[src/rtl/conv_pool_pkg.sv]
// Shared types, widths and arithmetic helpers for the 2x2 max-pool stage.
package conv_pool_pkg;

    localparam int POOL_IW   = 54;
    localparam int POOL_OW   = 24;
    localparam int POOL_MAXR = 16;
    localparam int POOL_MAXC = 17;

    typedef enum logic {
        IDLE = 1'b0,
        RUN  = 1'b1
    } pool_state_t;

    // Saturation bounds expressed at the full input width so the clamp compare is exact.
    localparam logic signed [POOL_IW-1:0] SAT_MAX = {{(POOL_IW-POOL_OW+1){1'b0}}, {(POOL_OW-1){1'b1}}};
    localparam logic signed [POOL_IW-1:0] SAT_MIN = {{(POOL_IW-POOL_OW+1){1'b1}}, {(POOL_OW-1){1'b0}}};

    function automatic logic signed [POOL_IW-1:0] max2(
        input logic signed [POOL_IW-1:0] a,
        input logic signed [POOL_IW-1:0] b
    );
        return (a > b) ? a : b;
    endfunction

    function automatic logic signed [POOL_IW-1:0] max3(
        input logic signed [POOL_IW-1:0] a,
        input logic signed [POOL_IW-1:0] b,
        input logic signed [POOL_IW-1:0] c
    );
        return max2(max2(a, b), c);
    endfunction

    function automatic logic [POOL_OW-1:0] sat_relu(
        input logic signed [POOL_IW-1:0] v,
        input logic                      relu
    );
        logic signed [POOL_IW-1:0] t;
        t = v;
        if (relu && t[POOL_IW-1]) t = '0;
        if (t > SAT_MAX) return SAT_MAX[POOL_OW-1:0];
        if (t < SAT_MIN) return SAT_MIN[POOL_OW-1:0];
        return t[POOL_OW-1:0];
    endfunction

endpackage

[src/rtl/pool_linebuf.sv]
// Half-width line buffer holding the per-pair maxima of the even row; no reset on contents.
module pool_linebuf #(
    parameter int DEPTH = 8,
    parameter int W     = 54,
    parameter int AW    = $clog2(DEPTH)
) (
    input  logic          clk,
    input  logic          we_i,
    input  logic [AW-1:0] waddr_i,
    input  logic [W-1:0]  wdata_i,
    input  logic [AW-1:0] raddr_i,
    output logic [W-1:0]  rdata_o
);

    logic [W-1:0] mem_q [DEPTH];

    always_ff @(posedge clk) begin
        if (we_i) mem_q[waddr_i] <= wdata_i;
    end

    assign rdata_o = mem_q[raddr_i];

endmodule

[src/rtl/conv_pool.sv]
// 2x2 stride-2 max-pool with optional ReLU and saturation over a row-major AXI-Stream frame.
module conv_pool
    import conv_pool_pkg::*;
#(
    parameter int IW   = POOL_IW,
    parameter int OW   = POOL_OW,
    parameter int MAXR = POOL_MAXR,
    parameter int MAXC = POOL_MAXC
) (
    input  logic                      clk,
    input  logic                      reset,
    input  logic [$clog2(MAXR):0]     cfg_rows,
    input  logic [$clog2(MAXC):0]     cfg_cols,
    input  logic                      cfg_relu,
    input  logic [IW-1:0]             IN_AXIS_TDATA,
    input  logic                      IN_AXIS_TVALID,
    output logic                      IN_AXIS_TREADY,
    output logic [OW-1:0]             OUT_AXIS_TDATA,
    output logic                      OUT_AXIS_TVALID,
    input  logic                      OUT_AXIS_TREADY,
    output logic                      frame_done,
    output pool_state_t               dbg_state
);

    localparam int RW  = $clog2(MAXR) + 1;
    localparam int CW  = $clog2(MAXC) + 1;
    localparam int LBD = MAXC / 2;
    localparam int LAW = $clog2(LBD);

    pool_state_t          state_q, state_d;
    logic [RW-1:0]        row_q, row_d, rows_q, rows_d, rows_eff;
    logic [CW-1:0]        col_q, col_d, cols_q, cols_d, cols_eff;
    logic                 relu_q, relu_d, relu_eff;
    logic signed [IW-1:0] h_q, h_d, x, lb_rdata, pair_max, win_max;
    logic [OW-1:0]        out_data_q, out_data_d;
    logic                 out_valid_q, out_valid_d;
    logic                 done_q, done_d;
    logic                 accept, last_row, last_col, win_act, lb_we;
    logic [LAW-1:0]       lb_idx;

    // Valid/ready: a beat moves when VALID & READY at a clock edge; a producer holds
    // VALID and DATA stable until that edge. Input stalls only while the output register
    // is full and not draining, so every accepted beat has room for its result.
    assign IN_AXIS_TREADY  = !out_valid_q || OUT_AXIS_TREADY;
    assign accept          = IN_AXIS_TVALID && IN_AXIS_TREADY;
    assign x               = IN_AXIS_TDATA;
    assign lb_idx          = col_q[LAW:1];
    assign OUT_AXIS_TDATA  = out_data_q;
    assign OUT_AXIS_TVALID = out_valid_q;
    assign frame_done      = done_q;
    assign dbg_state       = state_q;

    pool_linebuf #(
        .DEPTH (LBD),
        .W     (IW),
        .AW    (LAW)
    ) u_linebuf (
        .clk     (clk),
        .we_i    (lb_we),
        .waddr_i (lb_idx),
        .wdata_i (pair_max),
        .raddr_i (lb_idx),
        .rdata_o (lb_rdata)
    );

    always_comb begin
        // In IDLE the first beat uses the live cfg inputs; they are latched on acceptance.
        rows_eff    = (state_q == IDLE) ? cfg_rows : rows_q;
        cols_eff    = (state_q == IDLE) ? cfg_cols : cols_q;
        relu_eff    = (state_q == IDLE) ? cfg_relu : relu_q;
        last_row    = (row_q == rows_eff - RW'(1));
        last_col    = (col_q == cols_eff - CW'(1));
        win_act     = (row_q < {rows_eff[RW-1:1], 1'b0}) && (col_q < {cols_eff[CW-1:1], 1'b0});
        pair_max    = max2(h_q, x);
        win_max     = max3(h_q, x, lb_rdata);

        state_d     = state_q;
        row_d       = row_q;
        col_d       = col_q;
        rows_d      = rows_q;
        cols_d      = cols_q;
        relu_d      = relu_q;
        h_d         = h_q;
        out_data_d  = out_data_q;
        out_valid_d = out_valid_q;
        done_d      = 1'b0;
        lb_we       = 1'b0;

        if (out_valid_q && OUT_AXIS_TREADY) out_valid_d = 1'b0;

        if (accept) begin
            if (state_q == IDLE) begin
                rows_d = cfg_rows;
                cols_d = cfg_cols;
                relu_d = cfg_relu;
            end
            if (last_row && last_col) begin
                row_d   = '0;
                col_d   = '0;
                state_d = IDLE;
                done_d  = 1'b1;
            end else begin
                state_d = RUN;
                if (last_col) begin
                    col_d = '0;
                    row_d = row_q + RW'(1);
                end else begin
                    col_d = col_q + CW'(1);
                end
            end
            // Trailing odd row/column beats fall outside the window and are dropped.
            if (win_act) begin
                if (!col_q[0]) begin
                    h_d = x;
                end else if (!row_q[0]) begin
                    lb_we = 1'b1;
                end else begin
                    out_valid_d = 1'b1;
                    out_data_d  = sat_relu(win_max, relu_eff);
                end
            end
        end
    end

    always_ff @(posedge clk) begin
        if (reset) begin
            state_q     <= IDLE;
            row_q       <= '0;
            col_q       <= '0;
            rows_q      <= '0;
            cols_q      <= '0;
            relu_q      <= 1'b0;
            out_data_q  <= '0;
            out_valid_q <= 1'b0;
            done_q      <= 1'b0;
        end else begin
            state_q     <= state_d;
            row_q       <= row_d;
            col_q       <= col_d;
            rows_q      <= rows_d;
            cols_q      <= cols_d;
            relu_q      <= relu_d;
            out_data_q  <= out_data_d;
            out_valid_q <= out_valid_d;
            done_q      <= done_d;
        end
    end

    always_ff @(posedge clk) begin
        h_q <= h_d;
    end

endmodule

[config.mk]
export PLATFORM = sky130hd
export DESIGN_NAME = conv_pool
export DESIGN_NICKNAME = d
export VERILOG_FILES = /design/src/rtl/conv_pool_pkg.sv /design/src/rtl/pool_linebuf.sv /design/src/rtl/conv_pool.sv
export SDC_FILE = /design/constraint.sdc
export NUM_CORES = 1
export LEC_CHECK = 0
export CORE_AREA = 2 2 210 212
export CTS_BUF_LIST = sky130_fd_sc_hd__clkbuf_8
export DETAILED_ROUTE_END_ITERATION = 7
export DIE_AREA = 0 0 212 214
export MAX_ROUTING_LAYER = met4
export PLACE_DENSITY = 0.87
export RECOVER_POWER = 50
export SLEW_MARGIN = 20
export SYNTH_ARGS = -nofsm -noshare
export SYNTH_HDL_FRONTEND = slang
export SYNTH_SLANG_ARGS = --single-unit
[constraint.sdc]
create_clock -name clk -period 7.9 [get_ports clk]
set_input_delay 1.975 -clock clk [delete_from_list [all_inputs] [get_ports clk]]
set_output_delay 1.975 -clock clk [all_outputs]
set_load 0.01 [all_outputs]
# --- Word level (Yosys, flattened, before mapping) ---
# Memory sizes are Yosys's and may differ from the RTL's. A register that Yosys moved wholly into a read port is not among the register bits.
# Index checks and enable logic that the tools add are counted.
op_classes:
  add_sub_neg: 4
  n_lt_le_gt_ge: 6
  n_eq_ne: 2
  muxes: 44
  n_bitwise: 2
  n_reduce_logical: 12
op_table:
  columns: ["operator", "n"]
  rows:
  - ["two-way mux 54 bit", 7]
  - ["> comparator 54 bit", 2]
  - ["two-way mux 24 bit", 4]
  - ["> comparator 54 x 24 -> 1 bit, second input constant", 1]
  - ["< comparator 54 x 24 -> 1 bit, second input constant", 1]
  - ["two-way mux 1 bit", 25]
  - ["two-way mux 6 bit", 3]
  - ["two-way mux 5 bit", 3]
  - ["adder 6 x 1 -> 6 bit, second input constant", 1]
  - ["== test 6 bit", 1]
  - ["< comparator 6 bit", 1]
  - ["two-way mux 3 bit", 2]
  - ["subtractor 6 x 1 -> 6 bit, second input constant", 1]
  - ["adder 5 x 1 -> 5 bit, second input constant", 1]
  - ["== test 5 bit", 1]
  - ["logical AND 1 bit", 5]
  - ["< comparator 5 bit", 1]
  - ["subtractor 5 x 1 -> 5 bit, second input constant", 1]
  - ["AND reduction 4 bit", 1]
  - ["AND reduction 3 bit", 1]
  - ["inverter 1 bit", 2]
  - ["AND reduction 2 bit", 1]
  - ["nonzero test 2 bit", 1]
  - ["OR reduction 2 bit", 1]
  - ["2 further kinds", 2]
word_totals:
  register_bits: 104
  mem_bits_rw: 432
  in_bits: 70
  output_inout_bits: 28
  word_cells: 81
  memories: 1
mem_list:
  columns: ["memory", "words", "width", "read_ports", "rd_clocked_by_memory_dff", "write_ports", "line", "rtl"]
  rows:
  - ["u_linebuf.mem_q", 8, 54, 1, 1, 1, "pool_linebuf.sv:15", "logic [W-1:0] mem_q [DEPTH];"]

# --- Longest topological paths before layout ---
depth:
  word_depth: 23
  depth_mapped: 29
  depth_no_buf: 23

# --- Modules after synthesis ---
# A second synthesis with hierarchy kept.
hier_totals:
  hier_cells: 1593
  area_unflattened_um2: 24805.0
by_module_without_submodules:
  columns: ["module", "n_inst", "cells_each", "area_each_um2", "seq_area_each_um2"]
  rows:
  - ["pool_linebuf", 1, 637, 16245.6, 12972.4]
  - ["conv_pool", 1, 956, 8559.5, 2622.5]

# --- Worst setup path before layout ---
# No wires, ideal clock.
synth_timing:
  path_type: "input port to flip-flop"
  start: "input port IN_AXIS_TDATA[36]"
  end: "register out_data_q[11], in the netlist OUT_AXIS_TDATA[11]"
  setup_ps: 145
  arrival_ps: 8368
  required_ps: 7755
  setup_slack_ps: -612
  path_stages: 28
  path_buffers: 6
  path_cell_list: "inv_1 -> ha_1 -> nand4_1 -> or4_1 -> or4_1 -> a41oi_1 -> nor4_1 -> a21oi_4 -> buf_6 -> buf_2 -> buf_1 -> clkbuf_1 -> nand2_1 -> o21ai_0 -> ha_1 -> a21o_1 -> a21o_1 -> a22oi_1 -> o211ai_1 -> a21oi_1 -> mux2_2 -> clkbuf_1 -> o21a_1 -> or4_1 -> nor4_1 -> o21a_2 -> buf_4 -> a211oi_2"
synth_between:
  elab_chain_len: 19
  word_cells_on_any_way: 26
  cone_classes: "order compare (4); mux (21); reduce/logical (1)"
synth_lines:
  columns: ["element", "line", "rtl"]
  rows:
  - ["from (decl)", "conv_pool.sv:15", "input logic [IW-1:0] IN_AXIS_TDATA,"]
  - ["> comparator 54 bit (*)", null, null]
  - ["two-way mux 54 bit (*)", null, null]
  - ["via pair_max[35]", "conv_pool.sv:34", "logic signed [IW-1:0] h_q, h_d, x, lb_rdata, pair_max, win_max;"]
  - ["> comparator 54 bit", "conv_pool_pkg.sv:22", "return (a > b) ? a : b;"]
  - ["two-way mux 54 bit (*)", "conv_pool_pkg.sv:22", null]
  - ["logical AND 1 bit", "conv_pool_pkg.sv:39", "if (relu && t[POOL_IW-1]) t = '0;"]
  - ["two-way mux 54 bit (*)", "conv_pool_pkg.sv:39", null]
  - ["two-way mux 54 bit (*)", "conv_pool.sv:115", "end else if (!row_q[0]) begin"]
  - ["[... 3 more ...]", null, null]
  - ["< comparator 54 x 24 -> 1 bit", "conv_pool_pkg.sv:41", "if (t < SAT_MIN) return SAT_MIN[POOL_OW-1:0];"]
  - ["two-way mux 1 bit (2 in series)", "conv_pool_pkg.sv:41", null]
  - ["two-way mux 1 bit", "conv_pool.sv:115", null]
  - ["two-way mux 1 bit", "conv_pool.sv:113", "if (!col_q[0]) begin"]
  - ["two-way mux 1 bit", "conv_pool.sv:112", "if (win_act) begin"]
  - ["two-way mux 1 bit", "conv_pool.sv:91", "if (accept) begin"]
  - ["two-way mux 24 bit", "conv_pool_pkg.sv:42", "return t[POOL_OW-1:0];"]
  - ["two-way mux 24 bit (*)", "conv_pool_pkg.sv:41", null]
  - ["to (signal assigned)", "conv_pool.sv:143", "out_data_q <= out_data_d;"]
  - ["to (decl)", "conv_pool.sv:35", "logic [OW-1:0] out_data_q, out_data_d;"]
# Mark *: on every way through the listed nets, which the timed path passes. The rest lies on a longest branch. The select of a mux whose other input is x is not followed.
# A chain may end at the register's enable or synchronous reset.

# --- Final worst setup path ---
layout_timing:
  start: "input port IN_AXIS_TDATA[22]"
  end: "register out_data_q[0], in the netlist OUT_AXIS_TDATA[0]"
# The elaborated chain is that of the path after synthesis.

==> impl_metrics.env <==
export IMPL_hold_violations=0
export IMPL_grt_start_max_net_pins=55
export IMPL_post_place_cells=2354
export IMPL_post_synth_num_cell_types=56
export IMPL_initialDrtViolationCount=2009
export IMPL_io_buffers=97
export IMPL_synth_xor_area_share=0.00759
export IMPL_drcViolationCount=0
export IMPL_total_switching_power_mw=1.97
export IMPL_synthesized_area_fraction_occupied_by_ao_oa_aoi_and_oai_cells=0.0623
export IMPL_final_layout_size_suffix_gt1_frac=0.310
export IMPL_cts_tree="yes"
export IMPL_setup_worst_path_start="IN_AXIS_TDATA[22]"
export IMPL_worstReg2RegStart="h_q[35]"
export IMPL_critical_path_endpoint="OUT_AXIS_TDATA[0]"
export IMPL_drt_pass1_iterations=6
export IMPL_hp_class="reg -> reg"
export IMPL_first_pass_grt_wire_length_um=93500
export IMPL_report_final_setup_viol=4
export IMPL_timing_setup_critical_path_class="in -> reg"
export IMPL_post_route_period_util=1.00
export IMPL_crit_buf_inv=11
export IMPL_share_of_power_burned_in_the_clock_network=0.342
export IMPL_synth_seq_cells=539
export IMPL_routabilityCongestion=0.953
export IMPL_num_vias=16100
export IMPL_number_of_warnings_issued_by_yosys=0
export IMPL_design_die_area_um2=45400
export IMPL_p_leak_nw=10.5
export IMPL_wl_met3_um=6460
export IMPL_initial_core_utilization=0.565
export IMPL_worst_r2r_path_cells=30
export IMPL_max_freq_ghz=0.126
export IMPL_chipWidth_um=212
export IMPL_antenna_violations_before_repair=1
export IMPL_final_instance_count_excl_fill=2550
export IMPL_die_h_um=214
export IMPL_synth_cells=1562
export IMPL_numClockSinks=539
export IMPL_core_region_area_um2=42900
export IMPL_setup_reg_to_reg_worst_slack_ns=0.96
export IMPL_htree_levels=3
export IMPL_groute_usage_overall=0.282
export IMPL_routed_wirelength_um=64500
export IMPL_clock_skew_ns=0.0409
export IMPL_synth_area_leader_cell="edfxtp_1"
export IMPL_finalCriticalPeriod_ns=7.91
export IMPL_arrival_ns=8.40
export IMPL_clk_latency_ns=0.67
export IMPL_seq_area_frac_synth=0.646
export IMPL_max_cap_violations=0
export IMPL_synth_area_mux_share=0.138
export IMPL_grt_ovfl_total=0
export IMPL_crit_required_ns=8.38
export IMPL_violated_checks="setup timing"
export IMPL_fp_row_count=76
export IMPL_p_seq_frac=0.461
export IMPL_dpl_cell_area_um2=27200
export IMPL_timing_final_max_slew_violations=0
export IMPL_synth_largest_type_area_fraction=0.602
export IMPL_power_frac_comb=0.198
export IMPL_worst_path_stages=31
export IMPL_synth_adder_area_share=0.0614
export IMPL_postLayoutSetupSlackWorst_ns=-0.0142
export IMPL_detail_route_antenna_nets=0
export IMPL_final_design_instance_area_without_fill_um2=30000
export IMPL_critical_path_max_fanout=33
export IMPL_drt_met1_wl_um=23300
export IMPL_post_cts_hold_buffer_count=0
export IMPL_crit_path_top_delay_cell="or4_4"
export IMPL_critical_path_endpoint_type="flip-flop"
export IMPL_synth_avg_cell_area_um2=15.5
export IMPL_vdd_ir_drop_max_uv=140
export IMPL_ctsRootBufferMaster="clkbuf_8"
export IMPL_crit_family="simple AND/OR/NAND/NOR gates"
export IMPL_via_count_of_the_first_global_routing_pass=16000
export IMPL_max_slew_worst_pin_slew_ns=1.12
export IMPL_place_hpwl_um=37300
export IMPL_cpMostUsedCell="buf_4"
export IMPL_design_portCount=98
export IMPL_synth_cell_area_um2=24200
export IMPL_ys_dominant_reg_cell="edfxtp_1"
export IMPL_cell_internal_power_dissipation_mw=5.20
export IMPL_async_flop_share=0
export IMPL_route_detailed_vias_per_inst=6.33
export IMPL_detailroute_wirelength_met2_um=31600
export IMPL_pwr_density_cell_nw_per_um2=239
export IMPL_tns_ns=-0.0431
export IMPL_crit_path_start_kind="primary input"
export IMPL_synth_top_family_by_area="multiplexers"
export IMPL_synth_area_top_cells="edfxtp_1 (60%), mux4_2 (10%), ha_1 (6.1%)"
export IMPL_area_growth_pct=23.8
export IMPL_total_power_mw=7.17
export IMPL_run_status="finished with violations"
export IMPL_worst_path_largest_cell_delay_ns=0.59
export IMPL_clock_tree_buffer_depth=3
export IMPL_pre_cts_ws_ns=-1.11
export IMPL_avgRoutedWirePerCell_um=25.3
export IMPL_switching_share=0.275
export IMPL_design_final_nets=2087
export IMPL_topRoutingLayerUsed="met4"
export IMPL_critical_path_reg2reg_endpoint="OUT_AXIS_TDATA[0]"
export IMPL_clkSlewWorstSetupHoldPaths_ns=0.05
export IMPL_synthesis_nets=1751
export IMPL_synthSimpleGateAreaFrac=0.0625
export IMPL_cts_inserted_buffers=85
export IMPL_synth_edff_count=486
export IMPL_normalized_max_slew_margin=0.255
-- layout make-up --
cell class,instances,area (µm²)
sequential,539,15700
fill,2592,12900
multi-input combinational,889,8800
timing repair buffer,315,2820
clock buffer,89,1220
tap,585,732
clock inverter,64,503
inverter,68,255
antenna,1,2.50
-- state kept, by name (all words and copies together) (netlist names), named ones only --
register,flops
u_linebuf.mem_q,432
h_q,54
OUT_AXIS_TDATA,24
col_q,6
cols_q,6
row_q,5
rows_q,5
OUT_AXIS_TVALID,1
dbg_state,1
frame_done,1
relu_q,1
-- power groups by stage --
stage	combinational, mW	sequential, mW	clock [mW]
final	1.42	3.30	2.45
after floorplan	0.647	3.34	0
after global placement	1.05	3.35	0
after global routing	1.50	3.31	2.58
after CTS	1.29	3.30	2.45
after detailed placement	1.11	3.36	0
-- synthesized netlist by cell type (19+ instances only) --
master / count
a211oi_2: 20
edfxtp_1: 486
mux4_2: 108
nor2_1: 70
clkbuf_1: 37
buf_1: 21
inv_1: 68
dfxtp_1: 53
a21oi_1: 51
nand2_1: 132
nand4_1: 39
mux2i_1: 73
a211oi_1: 19
o21ai_0: 86
ha_1: 119
-- cell usage in the layout (no fill, tap or decap), types with 15 or more instances in the layout --
cell and count:
ha_1 91, clkinv_1 16, clkdlybuf4s50_1 53, a21oi_1 43, nand4_1 39, mux4_2 108, nor2_1 63, ha_4 25
o21ai_2 16, buf_12 16, clkbuf_8 89, clkbuf_1 17, buf_4 175, inv_2 20, edfxtp_1 486, o21ai_0 51
nand2_1 118, a211oi_1 16, a211oi_2 23, dfxtp_1 50, inv_1 69, mux2i_1 70, o21ai_1 15
-- stage by stage --
step / util / hold slack (ns)
after floorplan: - / 0.476
after global placement: 0.634 / 0.446
after detailed placement: 0.634 / 0.451
after CTS: 0.691 / 0.484
after global routing: 0.700 / 0.500
final: 0.700 / 0.479
-- how the worst min path moves through the flow --
| stage | cells past startpoint | slack [ns] | end | start |
|---|---|---|---|---|
| after detailed placement | 2 | 0.45 | OUT_AXIS_TDATA[23] | OUT_AXIS_TDATA[23] |
| final | 2 | 0.48 | OUT_AXIS_TDATA[23] | OUT_AXIS_TDATA[23] |
| after CTS | 2 | 0.48 | OUT_AXIS_TDATA[23] | OUT_AXIS_TDATA[23] |
| after global placement | 2 | 0.45 | OUT_AXIS_TDATA[23] | OUT_AXIS_TDATA[23] |
| after floorplan | 2 | 0.48 | OUT_AXIS_TDATA[23] | OUT_AXIS_TDATA[23] |
| after global routing | 2 | 0.50 | OUT_AXIS_TDATA[23] | OUT_AXIS_TDATA[23] |
-- layer usage --
layer,track usage,vias to the layer above
met2,0.450,1104
met4,0.112,0
li1,-,6829
met3,0.0570,264
met1,0.358,7934
met5,-,-
-- worst reg2reg max path, delay by kind of cell (launching register included) --
family	cells	cell delay (ns)
simple gates	11	2.68
compound gates	7	1.36
buf+inv	9	1.35
fa+ha+maj	2	0.71
flops	1	0.51
mux	1	0.20
-- logic make-up after synthesis --
| group | after synthesis |
|---|---|
| AO/OA/AOI/OAI | 229 |
| XOR/XNOR | 21 |
| adder cells (fa/ha/maj) | 119 |
| buffers and inverters | 135 |
| flip-flops | 539 |
| multiplexers | 196 |
| AND/OR/NAND/NOR | 323 |
-- repair_timing --
item / in CTS / in global routing
gates resized for setup: 96 / 135
setup buffers: 21 / 15
gates cloned: 8 / 0
pin swaps: 33 / 51
endpoints found under the setup margin: 23 / 23
(Power assumes the default switching activity.)
